==> src/rtl/booth_div_pkg.sv <==
// Shared types and constants for the signed sequential divider.
// Widths are fixed here; the datapath modules import them.
package booth_div_pkg;

   localparam int N     = 8;
   localparam int DVD_W = 2 * N;
   localparam int CNT_W = $clog2(DVD_W);

   localparam logic [N-1:0] QMAX = {1'b0, {(N-1){1'b1}}};
   localparam logic [N-1:0] QMIN = {1'b1, {(N-1){1'b0}}};

   typedef enum logic [1:0] {
      IDLE = 2'd0,
      BUSY = 2'd1,
      FIX  = 2'd2
   } state_t;

endpackage

==> src/rtl/div_step.sv <==
// One restoring-division step: N+1-bit trial subtract, keep result if non-negative.
// Purely combinational, zero latency; no flow control.
module div_step
   import booth_div_pkg::*;
(
   input  logic [N-1:0] i_p,
   input  logic         i_bit,
   input  logic [N-1:0] i_dvs_mag,
   output logic [N-1:0] o_p,
   output logic         o_qbit
);

   logic [N:0] w_shift;
   logic [N:0] w_trial;

   assign w_shift = {i_p, i_bit};
   assign w_trial = w_shift - {1'b0, i_dvs_mag};

   // The sign bit of the trial result decides restore versus keep.
   assign o_qbit = ~w_trial[N];
   assign o_p    = o_qbit ? w_trial[N-1:0] : w_shift[N-1:0];

endmodule

==> src/rtl/booth_divider.sv <==
// Signed 2N/N divider, one restoring step per clock plus a sign fix-up cycle (2N+1 edges; 1 on divide-by-zero).
// No backpressure: start is taken only in IDLE and ignored while busy.
module booth_divider
   import booth_div_pkg::*;
(
   input  logic             clk,
   input  logic             rst_n,
   input  logic             start,
   input  logic [DVD_W-1:0] dvd,
   input  logic [N-1:0]     dvs,
   output logic [N-1:0]     quot,
   output logic [N-1:0]     rem,
   output logic             busy,
   output logic             done,
   output logic             ovf,
   output logic             dbz
);

   state_t             r_state;
   state_t             w_state_nxt;

   logic               r_sd;
   logic               r_sv;
   logic               r_dbz_path;
   logic [N-1:0]       r_dvs_mag;
   // The partial remainder stays below |dvs| <= 2^(N-1), so the top bit of
   // the N+1-bit value is always zero and only N bits are kept.
   logic [N-1:0]       r_p;
   logic [DVD_W-1:0]   r_qm;
   logic [CNT_W-1:0]   r_cnt;

   logic [N-1:0]       r_quot;
   logic [N-1:0]       r_rem;
   logic               r_done;
   logic               r_ovf;
   logic               r_dbz;

   logic [DVD_W-1:0]   w_dvd_mag;
   logic [N-1:0]       w_dvs_mag;
   logic [N-1:0]       w_p_nxt;
   logic               w_qbit;
   logic               w_neg;
   logic               w_range_ovf;
   logic [N-1:0]       w_quot;
   logic [N-1:0]       w_rem;
   logic               w_ovf;

   assign w_dvd_mag = dvd[DVD_W-1] ? -dvd : dvd;
   assign w_dvs_mag = dvs[N-1]     ? -dvs : dvs;

   div_step u_step (
      .i_p       (r_p),
      .i_bit     (r_qm[DVD_W-1]),
      .i_dvs_mag (r_dvs_mag),
      .o_p       (w_p_nxt),
      .o_qbit    (w_qbit)
   );

   always_ff @(posedge clk) begin
      if (!rst_n) r_state <= IDLE;
      else        r_state <= w_state_nxt;
   end

   always_comb begin
      w_state_nxt = r_state;
      case (r_state)
         IDLE: if (start) w_state_nxt = (dvs == '0) ? FIX : BUSY;
         BUSY: if (r_cnt == CNT_W'(DVD_W - 1)) w_state_nxt = FIX;
         FIX:  w_state_nxt = IDLE;
         default: w_state_nxt = IDLE;
      endcase
   end

   // Sign fix-up: magnitudes are in r_qm/r_p, signs in r_sd/r_sv.
   assign w_neg       = r_sd ^ r_sv;
   assign w_range_ovf = w_neg ? (r_qm > {{N{1'b0}}, QMIN})
                              : (r_qm > {{N{1'b0}}, QMAX});

   always_comb begin
      w_quot = '0;
      w_rem  = '0;
      w_ovf  = 1'b0;
      if (r_dbz_path) begin
         w_quot = r_sd ? QMIN : QMAX;
      end else if (w_range_ovf) begin
         w_ovf  = 1'b1;
         w_quot = w_neg ? QMIN : QMAX;
      end else begin
         w_quot = w_neg ? -r_qm[N-1:0] : r_qm[N-1:0];
         w_rem  = r_sd  ? -r_p         : r_p;
      end
   end

   always_ff @(posedge clk) begin
      if (!rst_n) begin
         r_sd       <= 1'b0;
         r_sv       <= 1'b0;
         r_dbz_path <= 1'b0;
         r_dvs_mag  <= '0;
         r_p        <= '0;
         r_qm       <= '0;
         r_cnt      <= '0;
         r_quot     <= '0;
         r_rem      <= '0;
         r_done     <= 1'b0;
         r_ovf      <= 1'b0;
         r_dbz      <= 1'b0;
      end else begin
         r_done <= 1'b0;
         case (r_state)
            IDLE: begin
               if (start) begin
                  r_sd       <= dvd[DVD_W-1];
                  r_sv       <= dvs[N-1];
                  r_dvs_mag  <= w_dvs_mag;
                  r_p        <= '0;
                  r_qm       <= w_dvd_mag;
                  r_cnt      <= '0;
                  r_dbz_path <= (dvs == '0);
               end
            end
            BUSY: begin
               r_p   <= w_p_nxt;
               r_qm  <= {r_qm[DVD_W-2:0], w_qbit};
               r_cnt <= r_cnt + CNT_W'(1);
            end
            FIX: begin
               r_quot <= w_quot;
               r_rem  <= w_rem;
               r_ovf  <= w_ovf;
               r_dbz  <= r_dbz_path;
               r_done <= 1'b1;
            end
            default: ;
         endcase
      end
   end

   assign quot = r_quot;
   assign rem  = r_rem;
   assign busy = (r_state != IDLE);
   assign done = r_done;
   assign ovf  = r_ovf;
   assign dbz  = r_dbz;

endmodule
==> config.mk <==
export PLATFORM = sky130hd
export DESIGN_NAME = booth_divider
export DESIGN_NICKNAME = d
export VERILOG_FILES = /design/src/rtl/booth_div_pkg.sv /design/src/rtl/div_step.sv /design/src/rtl/booth_divider.sv
export SDC_FILE = /design/constraint.sdc
export NUM_CORES = 1
export LEC_CHECK = 0
export ABC_CLOCK_PERIOD_IN_PS = 2770
export CORE_MARGIN = 3
export CORE_UTILIZATION = 24
export CTS_CLUSTER_DIAMETER = 50
export DETAILED_ROUTE_END_ITERATION = 8
export HOLD_SLACK_MARGIN = 0.03
export SLEW_MARGIN = 20
export SYNTH_ARGS = -nofsm -noshare
export SYNTH_HDL_FRONTEND = slang
export SYNTH_HIERARCHICAL = 1
export SYNTH_SLANG_ARGS = --single-unit
export TNS_END_PERCENT = 30
==> constraint.sdc <==
create_clock -name clk -period 2.77 [get_ports clk]
set_clock_uncertainty 0.05 [all_clocks]
set_input_delay 0.277 -clock clk [delete_from_list [all_inputs] [get_ports clk]]
set_output_delay 0.277 -clock clk [all_outputs]
set_load 0.02 [all_outputs]
==> results of run 1 <==
-- routing by layer --
layer	wire length (µm)	share of wire, %
met3	467	5.1
met5	0	0
met1	4520	49
met4	51	0.56
met2	4120	45
-- power breakdown --
part | total (mW) | internal [mW] | switching (mW)
Clock | 1.04 | 0.677 | 0.359
Sequential | 1.00 | 0.925 | 0.0762
Combinational | 0.764 | 0.354 | 0.410
-- kinds of logic (layout without fill, tap and decap cells) --
| group | after synthesis | in the layout | synth area share (%) |
|---|---|---|---|
| AND/OR/NAND/NOR | 154 | 154 | 21.3 |
| adder cells (fa/ha/maj) | 14 | 14 | 5.00 |
| buffers and inverters | 44 | 90 | 4.93 |
| AO/OA/AOI/OAI | 120 | 120 | 23.9 |
| multiplexers | 13 | 13 | 3.87 |
| XOR/XNOR | 32 | 32 | 8.18 |
| flip-flops | 60 | 60 | 32.9 |
-- area by class of cell --
type | count | area share [%]
clock buffer | 15 | 6.05
inverter | 20 | 1.64
clock inverter | 1 | 0.109
sequential | 60 | 26.2
tap | 184 | 5.02
multi-input combinational | 333 | 49.7
timing repair buffer | 54 | 11.3
-- critical path, stage by stage, from the launching register on --
cell and delay (ns):
sky130_fd_sc_hd__dfxtp_1 0.32, sky130_fd_sc_hd__inv_1 0.08, sky130_fd_sc_hd__ha_1 0.16, sky130_fd_sc_hd__inv_1 0.05, sky130_fd_sc_hd__fa_1 0.40, sky130_fd_sc_hd__a21o_1 0.18
sky130_fd_sc_hd__a21oi_2 0.24, sky130_fd_sc_hd__o31ai_4 0.12, sky130_fd_sc_hd__xor2_4 0.30, sky130_fd_sc_hd__mux2_2 0.39, sky130_fd_sc_hd__nand2_1 0.07, sky130_fd_sc_hd__a21oi_1 0.06
-- through the flow --
step | instance area [µm²] | hold WS [ns]
2_1_floorplan | 3650 | 0.360
3_3_place_gp | 4310 | 0.397
3_5_place_dp | 4310 | 0.400
4_1_cts | 4590 | 0.412
5_1_grt | 4590 | 0.425
6_report | 4590 | 0.407
-- state kept, by name, summed over array words and instances (netlist names) --
| name | cells |
|---|---|
| r_p | 8 |
| r_qm | 16 |
| r_cnt | 4 |
| r_sv | 1 |
| ovf | 1 |
| r_dbz_path | 1 |
| dbz | 1 |
| r_sd | 1 |
| r_state | 2 |
| done | 1 |
| rem | 8 |
| r_dvs_mag | 8 |
| quot | 8 |
-- layout by cell type, fill, tap and decap left out, types with 4 or more instances in the layout --
| cell | synthesis | routed |
|---|---|---|
| sky130_fd_sc_hd__dfxtp_1 | 60 | 60 |
| sky130_fd_sc_hd__xor2_1 | 16 | 16 |
| sky130_fd_sc_hd__a31oi_1 | 4 | 4 |
| sky130_fd_sc_hd__buf_4 | 0 | 8 |
| sky130_fd_sc_hd__mux2i_1 | 4 | 4 |
| sky130_fd_sc_hd__o21ai_0 | 6 | 6 |
| sky130_fd_sc_hd__o41ai_1 | 6 | 6 |
| sky130_fd_sc_hd__nor4_1 | 4 | 4 |
| sky130_fd_sc_hd__a211oi_1 | 5 | 5 |
| sky130_fd_sc_hd__nand2b_1 | 10 | 10 |
| sky130_fd_sc_hd__and3_1 | 4 | 4 |
| sky130_fd_sc_hd__xnor2_1 | 15 | 15 |
| sky130_fd_sc_hd__o21ai_2 | 8 | 8 |
| sky130_fd_sc_hd__nor3_1 | 8 | 8 |
| sky130_fd_sc_hd__nor2_1 | 28 | 28 |
| sky130_fd_sc_hd__a22oi_1 | 8 | 8 |
| sky130_fd_sc_hd__nand3_1 | 18 | 18 |
| sky130_fd_sc_hd__o31ai_1 | 5 | 5 |
| sky130_fd_sc_hd__ha_1 | 13 | 13 |
| sky130_fd_sc_hd__o21ai_1 | 5 | 5 |
| sky130_fd_sc_hd__nand4_1 | 7 | 7 |
| sky130_fd_sc_hd__o21a_1 | 4 | 4 |
| sky130_fd_sc_hd__inv_1 | 19 | 19 |
| sky130_fd_sc_hd__or3_1 | 6 | 6 |
| sky130_fd_sc_hd__mux2_2 | 8 | 8 |
| sky130_fd_sc_hd__o211ai_1 | 5 | 5 |
| sky130_fd_sc_hd__or4_1 | 4 | 4 |
| sky130_fd_sc_hd__clkdlybuf4s50_1 | 0 | 46 |
| sky130_fd_sc_hd__nor2b_1 | 5 | 5 |
| sky130_fd_sc_hd__a21oi_1 | 32 | 32 |
| sky130_fd_sc_hd__o22ai_1 | 6 | 6 |
| sky130_fd_sc_hd__clkbuf_16 | 0 | 9 |
| sky130_fd_sc_hd__nand2_1 | 45 | 45 |
-- path summary, 6_finish.rpt --
kind / startpoint / to / cells after the start
worst max-delay path: r_qm[15] / r_p[3] / 11
worst min-delay path: rem[3] / rem[3] / 2
worst min register to register: rem[3] / rem[3] / 2
worst max register to register: r_qm[15] / r_p[3] / 11
==> results_tabular.tex, run 1 <==
\begin{tabular}{lr}
\hline
Metric & Value \\
\hline
\multicolumn{2}{l}{\textbf{Synthesis}} \\
\quad Number of flops mapped to enable cells by yosys & 0 \\
\quad Post-synth top cells & sky130\_fd\_sc\_hd\_\_dfxtp\_1, sky130\_fd\_sc\_hd\_\_nand2\_1, sky130\_fd\_sc\_hd\_\_a21oi\_1 \\
\quad Area share of the leading cell type in the synthesized netlist & 32.9\% \\
\quad Cell with the most instances after synthesis & sky130\_fd\_sc\_hd\_\_dfxtp\_1 \\
\quad Top cell type by total area after synthesis & sky130\_fd\_sc\_hd\_\_dfxtp\_1 \\
\quad Cells after synthesis & 437 \\
\quad Average size of a mapped cell & 8.36 µm² \\
\quad Number of warnings issued by yosys & 6 \\
\quad Post-synthesis net count & 478 \\
\quad Cell types with the largest area share after synthesis & sky130\_fd\_sc\_hd\_\_dfxtp\_1, sky130\_fd\_sc\_hd\_\_nand2\_1, sky130\_fd\_sc\_hd\_\_ha\_1 \\
\quad Register bit total from synthesis & 60 \\
\quad Post-synthesis instance area & 3650 µm² \\
\quad Share of synthesized registers carrying an async set or reset & 0\% \\
\quad Prevailing post-synth register cell & sky130\_fd\_sc\_hd\_\_dfxtp\_1 \\
\quad Sequential-to-total area share from yosys stat & 32.9\% \\
\quad Number of different library cells in the post-synthesis netlist & 63 \\
\multicolumn{2}{l}{\textbf{Route}} \\
\quad Violation count after the first detailed-route iteration & 206 \\
\quad Via total after detailed routing & 3,277 \\
\quad Routed Antenna Nets & 0 \\
\quad Routed wire length per instance & 13.7 µm \\
\quad Number of iterations in the first detailed-routing pass & 5 \\
\quad Wire length reported by the detailed router & 9150 µm \\
\quad Routed vias/inst & 4.91 \\
\quad Drt drc & 0 \\
\multicolumn{2}{l}{\textbf{STA}} \\
\quad Setup repair after global routing missed its margin & false \\
\quad Fin. Hold Viols & 0 \\
\quad Setup TNS & 0 ns \\
\quad Fin. max-slew vios & 0 \\
\quad Worst max-slew margin expressed relative to the limit & 43.6\% \\
\quad Final number of setup-violating endpoints & 0 \\
\quad Min setup slack post-route & 0.230 ns \\
\quad Transition time at the pin with the least slew margin & 0.843 ns \\
\quad Shortest clock period the worst path allows after layout & 2.54 ns \\
\quad Max Freq & 394 MHz \\
\quad Final worst path period share & 91.7\% \\
\multicolumn{2}{l}{\textbf{Pwr}} \\
\quad Maximum vdd ir drop & 0.311 mV \\
\quad PnR Total Power & 2.80 mW \\
\quad Standby leakage power & 1.65 nW \\
\quad Cell area power density & 611 nW/µm² \\
\multicolumn{2}{l}{\textbf{Final layout}} \\
\quad N\_diodes & 0 \\
\quad Sequential Area & 1200 µm² \\
\quad Final core utilization & 31.2\% \\
\quad Number of standard cells in the layout, taps in and fillers out & 667 \\
\quad Fraction of layout cells with a size suffix above 1 & 10.6\% \\
\quad Filler Cell Count & 1,523 \\
\quad Net count, final & 519 \\
\quad Area delta synth->final & 25.5\% \\
\quad Footprint of the multi-input gates & 2280 µm² \\
\multicolumn{2}{l}{\textbf{Clock network}} \\
\quad CTS H-tree lvls & 3 \\
\quad CTS Buf Count & 9 \\
\quad Setup bufs post-CTS & 0 \\
\quad Clock root buffer master & sky130\_fd\_sc\_hd\_\_clkbuf\_16 \\
\quad Maximum clock insertion buffer count & 2 \\
\quad Clock-pin slew on the worst setup and hold paths & 0.05 ns \\
\quad CTS hold repair buffers & 0 \\
\quad Insertion delay to the later sink of the worst-skew pair & 0.32 ns \\
\quad CTS Sinks & 60 \\
\quad CTS tree & yes \\
\quad CTS-repair resized insts & 0 \\
\multicolumn{2}{l}{\textbf{Placed design}} \\
\quad Minimum setup slack after placement & 0.255 ns \\
\quad Cell Count Post-Placement & 651 \\
\quad HPWL reported at the end of detailed placement & 7040 µm \\
\quad Final RePlAce weighted congestion & 0.829 \\
\quad Count of buffers inserted at the top-level ports & 46 \\
\multicolumn{2}{l}{\textbf{GRT}} \\
\quad Vias in the first global route & 3,115 \\
\quad Total GRT Usage & 11.3\% \\
\quad Met3 demand-to-capacity share in global routing & 3.34\% \\
\quad Grt peak-use layer & met2 \\
\quad Largest net degree at the start of global routing & 37 \\
\quad Remaining global-route overflow & 0 \\
\quad Met2 usage in global routing & 17.2\% \\
\quad Met1 routing resource usage after global routing & 16.0\% \\
\quad Global-route wire length before repair & 15,400 µm \\
\quad Number of antenna violations at the first check in global routing & 0 \\
\multicolumn{2}{l}{\textbf{Critical path}} \\
\quad Slack of the worst reg-to-reg path & 0.23 ns \\
\quad Setup crit end kind & register \\
\quad Kind of critical path & register to register \\
\quad Data required time at the worst endpoint & 2.91 ns \\
\quad CP max FO & 9 \\
\quad Critical Path Start Type & register \\
\quad Worst EP arrival & 2.68 ns \\
\multicolumn{2}{l}{\textbf{Run status}} \\
\quad Status & finished clean \\
\multicolumn{2}{l}{\textbf{Floorplan}} \\
\quad Effective utilization at floorplan & 24.9\% \\
\quad FP Rows & 44 \\
\quad Area inside the core boundary & 14,700 µm² \\
\quad Vertical die dimension & 129 µm \\
\quad Die outline width & 129 µm \\
\quad Io pins & 47 \\
\quad Die Area & 16,700 µm² \\
\multicolumn{2}{l}{\textbf{Flow run}} \\
\quad Number of max-cap violations & 0 \\
\multicolumn{2}{l}{\textbf{Min path}} \\
\quad Class of the tightest hold or removal check & register to register \\
\hline
\end{tabular}
Power figures use the tool's default switching activity.
==> inputs of run 2 (changes only) <==
Settings changed: CORE_MARGIN 3 to unset.
==> run 2 against run 1 <==
Effect of this change:
- the flow now finishes with violations (DRC)
- largest cell class unchanged
- design area is 0.57% higher
- die area fell by 6.1%
- total power grew 4.7%
- first-iteration DRC count is 73% higher
- critical path type unchanged
==> results_tabular.tex, run 2 (synthesis gave the netlist of run 1 again) <==
\begin{tabular}{lr}
\hline
Metric & Value \\
\hline
\multicolumn{2}{l}{\textbf{Final layout}} \\
\quad Largest register by flop count & r\_qm \\
\quad Number of flip-flops under the largest register name & 16 (unchanged) \\
\quad Sequential Area & 1200 µm² (unchanged) \\
\quad Filler Cell Count & 1,518 (-0.33\%) \\
\quad Area delta synth->final & 26.3\% \\
\quad Highest-count cells in the layout ignoring fill and taps & sky130\_fd\_sc\_hd\_\_dfxtp\_1, sky130\_fd\_sc\_hd\_\_clkdlybuf4s50\_1, sky130\_fd\_sc\_hd\_\_nand2\_1, sky130\_fd\_sc\_hd\_\_a21oi\_1, sky130\_fd\_sc\_hd\_\_nor2\_1 \\
\quad N\_diodes & 0 (unchanged) \\
\quad Fraction of layout cells with a size suffix above 1 & 10.6\% (+0.044 points) \\
\quad Footprint of the multi-input gates & 2280 µm² (unchanged) \\
\quad Number of standard cells in the layout, taps in and fillers out & 665 (-0.30\%) \\
\quad Most frequent standard cell in the layout excluding fill and tap cells & sky130\_fd\_sc\_hd\_\_dfxtp\_1 \\
\quad Final core utilization & 31.4\% (+0.18 points) \\
\quad Net count, final & 518 (-0.19\%) \\
\multicolumn{2}{l}{\textbf{Pwr}} \\
\quad Portion of total power attributed to sequential cells & 34.1\% (-1.6 points) \\
\quad Switch Pwr & 0.850 mW (+0.59\%) \\
\quad Portion of total power attributed to the clock network & 39.9\% (+2.9 points) \\
\quad Standby leakage power & 1.66 nW (+0.64\%) \\
\quad PnR Total Power & 2.93 mW (+4.7\%) \\
\quad Gate power share & 26.0\% (-1.3 points) \\
\quad Maximum vdd ir drop & 0.302 mV (-2.8\%) \\
\quad Int Power & 2.08 mW (+6.4\%) \\
\quad Switching fraction of total power & 29.0\% (-1.2 points) \\
\quad Cell area power density & 636 nW/µm² (+4.1\%) \\
\multicolumn{2}{l}{\textbf{Floorplan}} \\
\quad Area inside the core boundary & 14,700 µm² (unchanged) \\
\quad Vertical die dimension & 125 µm (-3.1\%) \\
\quad Die outline width & 125 µm (-3.1\%) \\
\quad Io pins & 47 (unchanged) \\
\quad Effective utilization at floorplan & 24.9\% (unchanged) \\
\quad FP Rows & 44 (unchanged) \\
\quad Die Area & 15,700 µm² (-6.1\%) \\
\multicolumn{2}{l}{\textbf{STA}} \\
\quad Setup TNS & 0 ns (unchanged) \\
\quad Shortest clock period the worst path allows after layout & 2.55 ns (+0.0108 ns) \\
\quad Max Freq & 392 MHz (-0.42\%) \\
\quad Fin. Hold Viols & 0 (unchanged) \\
\quad Transition time at the pin with the least slew margin & 0.887 ns (+0.0442 ns) \\
\quad Final worst path period share & 92.1\% (+0.39 points) \\
\quad Fin. max-slew vios & 0 (unchanged) \\
\quad Setup repair after global routing missed its margin & false \\
\quad Worst max-slew margin expressed relative to the limit & 40.7\% (-3.0 points) \\
\quad Final number of setup-violating endpoints & 0 (unchanged) \\
\multicolumn{2}{l}{\textbf{Clock network}} \\
\quad CTS Sinks & 60 (unchanged) \\
\quad Setup bufs post-CTS & 0 (unchanged) \\
\quad Maximum clock insertion buffer count & 2 (unchanged) \\
\quad CTS H-tree lvls & 3 (unchanged) \\
\quad Clock-pin slew on the worst setup and hold paths & 0.05 ns (about the same) \\
\quad CTS hold repair buffers & 0 (unchanged) \\
\quad CTS-repair resized insts & 0 (unchanged) \\
\quad CTS tree & yes \\
\quad Insertion delay to the later sink of the worst-skew pair & 0.32 ns (about the same) \\
\quad CTS Buf Count & 9 (unchanged) \\
\quad Clock root buffer master & sky130\_fd\_sc\_hd\_\_clkbuf\_16 \\
\multicolumn{2}{l}{\textbf{GRT}} \\
\quad Largest net degree at the start of global routing & 37 (unchanged) \\
\quad Total GRT Usage & 11.7\% (+0.38 points) \\
\quad Number of antenna violations at the first check in global routing & 0 (unchanged) \\
\quad Remaining global-route overflow & 0 (unchanged) \\
\quad Global-route wire length before repair & 15,200 µm (-1.0\%) \\
\quad Vias in the first global route & 3,124 (+0.29\%) \\
\multicolumn{2}{l}{\textbf{Placed design}} \\
\quad HPWL reported at the end of detailed placement & 6900 µm (-2.1\%) \\
\quad Count of buffers inserted at the top-level ports & 46 (unchanged) \\
\quad Cell Count Post-Placement & 650 (-0.15\%) \\
\quad Final RePlAce weighted congestion & 0.780 (-6.0\%) \\
\multicolumn{2}{l}{\textbf{Route}} \\
\quad Drt drc & 4 (+4) \\
\quad Routed wire length per instance & 13.4 µm (-2.2\%) \\
\quad Number of iterations in the first detailed-routing pass & 6 (+1) \\
\quad Violation count after the first detailed-route iteration & 356 (+73\%) \\
\quad Routed vias/inst & 4.95 (+0.70\%) \\
\quad Wire length reported by the detailed router & 8930 µm (-2.5\%) \\
\quad Via total after detailed routing & 3,290 (+0.40\%) \\
\quad Routed Antenna Nets & 0 (unchanged) \\
\multicolumn{2}{l}{\textbf{Run status}} \\
\quad Status & finished with violations \\
\quad Failing checks & DRC \\
\multicolumn{2}{l}{\textbf{Critical path}} \\
\quad Setup crit end kind & register \\
\quad CP max FO & 9 (unchanged) \\
\quad Worst EP arrival & 2.68 ns (about the same) \\
\quad Critical Path Start Type & register \\
\quad Data required time at the worst endpoint & 2.90 ns (about the same) \\
\quad Kind of critical path & register to register \\
\multicolumn{2}{l}{\textbf{Flow run}} \\
\quad Number of max-cap violations & 0 (unchanged) \\
\multicolumn{2}{l}{\textbf{Min path}} \\
\quad Class of the tightest hold or removal check & register to register \\
\hline
\end{tabular}
[run 2: cell types whose count changed in the layout (fill, tap and decap cells not counted), sizes merged]
cell    before  now
clkinv       1    2
clkbuf      15   11
bufinv       0    2
buf          8    7
[run 2: worst max-delay path: stages (launching register included)]
cell and delay [ns]:
sky130_fd_sc_hd__dfxtp_1 0.32, sky130_fd_sc_hd__inv_1 0.07, sky130_fd_sc_hd__ha_1 0.16, sky130_fd_sc_hd__inv_1 0.05, sky130_fd_sc_hd__fa_1 0.40, sky130_fd_sc_hd__a21o_1 0.18
sky130_fd_sc_hd__a21oi_2 0.23, sky130_fd_sc_hd__o31ai_4 0.12, sky130_fd_sc_hd__xor2_4 0.32, sky130_fd_sc_hd__mux2_2 0.38, sky130_fd_sc_hd__nand2_1 0.07, sky130_fd_sc_hd__a21oi_1 0.07
[run 2: power by group through the flow]
stage,clock [mW],combinational (mW),sequential (mW)
floorplan,0,0.569,1.00
global placement,0,0.743,1.02
detailed placement,0,0.756,1.02
CTS,1.19,0.762,1.00
global route,1.24,0.839,1.01
finish,1.17,0.761,1.00
[run 2: layer usage]
| metal | vias to the layer above | track usage (%) | share of wire [%] |
|---|---|---|---|
| met5 | - | 0 | 0 |
| li1 | 1668 | - | - |
| met2 | 71 | 18.0 | 45 |
| met4 | 0 | 3.30 | 0.57 |
| met3 | 4 | 2.74 | 4.9 |
| met1 | 1547 | 16.2 | 50 |
[run 2: cell type report]
cell class | count | area share [%]
flip-flops and latches | 60 | 26.0
clock buffers | 11 | 5.26
inverters | 20 | 1.63
well taps | 184 | 4.99
multi-input cells | 333 | 49.4
repair buffers | 53 | 11.1
clock inverters | 4 | 1.60
[run 2: worst paths after layout]
check,slack (ns),cells past startpoint,end,from
setup / recovery,0.22,11,r_p[7],r_qm[15]
hold / removal,0.41,2,rem[3],rem[3]
setup reg to reg,0.22,11,r_p[7],r_qm[15]
hold reg to reg,0.41,2,rem[3],rem[3]
[run 2: per-stage QoR]
step	worst slack (ns)	instance area (µm²)	hold WS, ns
final	0.220	4610	0.410
after detailed placement	0.252	4300	0.402
after global routing	0.0612	4610	0.433
after global placement	0.298	4300	0.401
after CTS	0.228	4610	0.412
after floorplan	0.426	3650	0.360
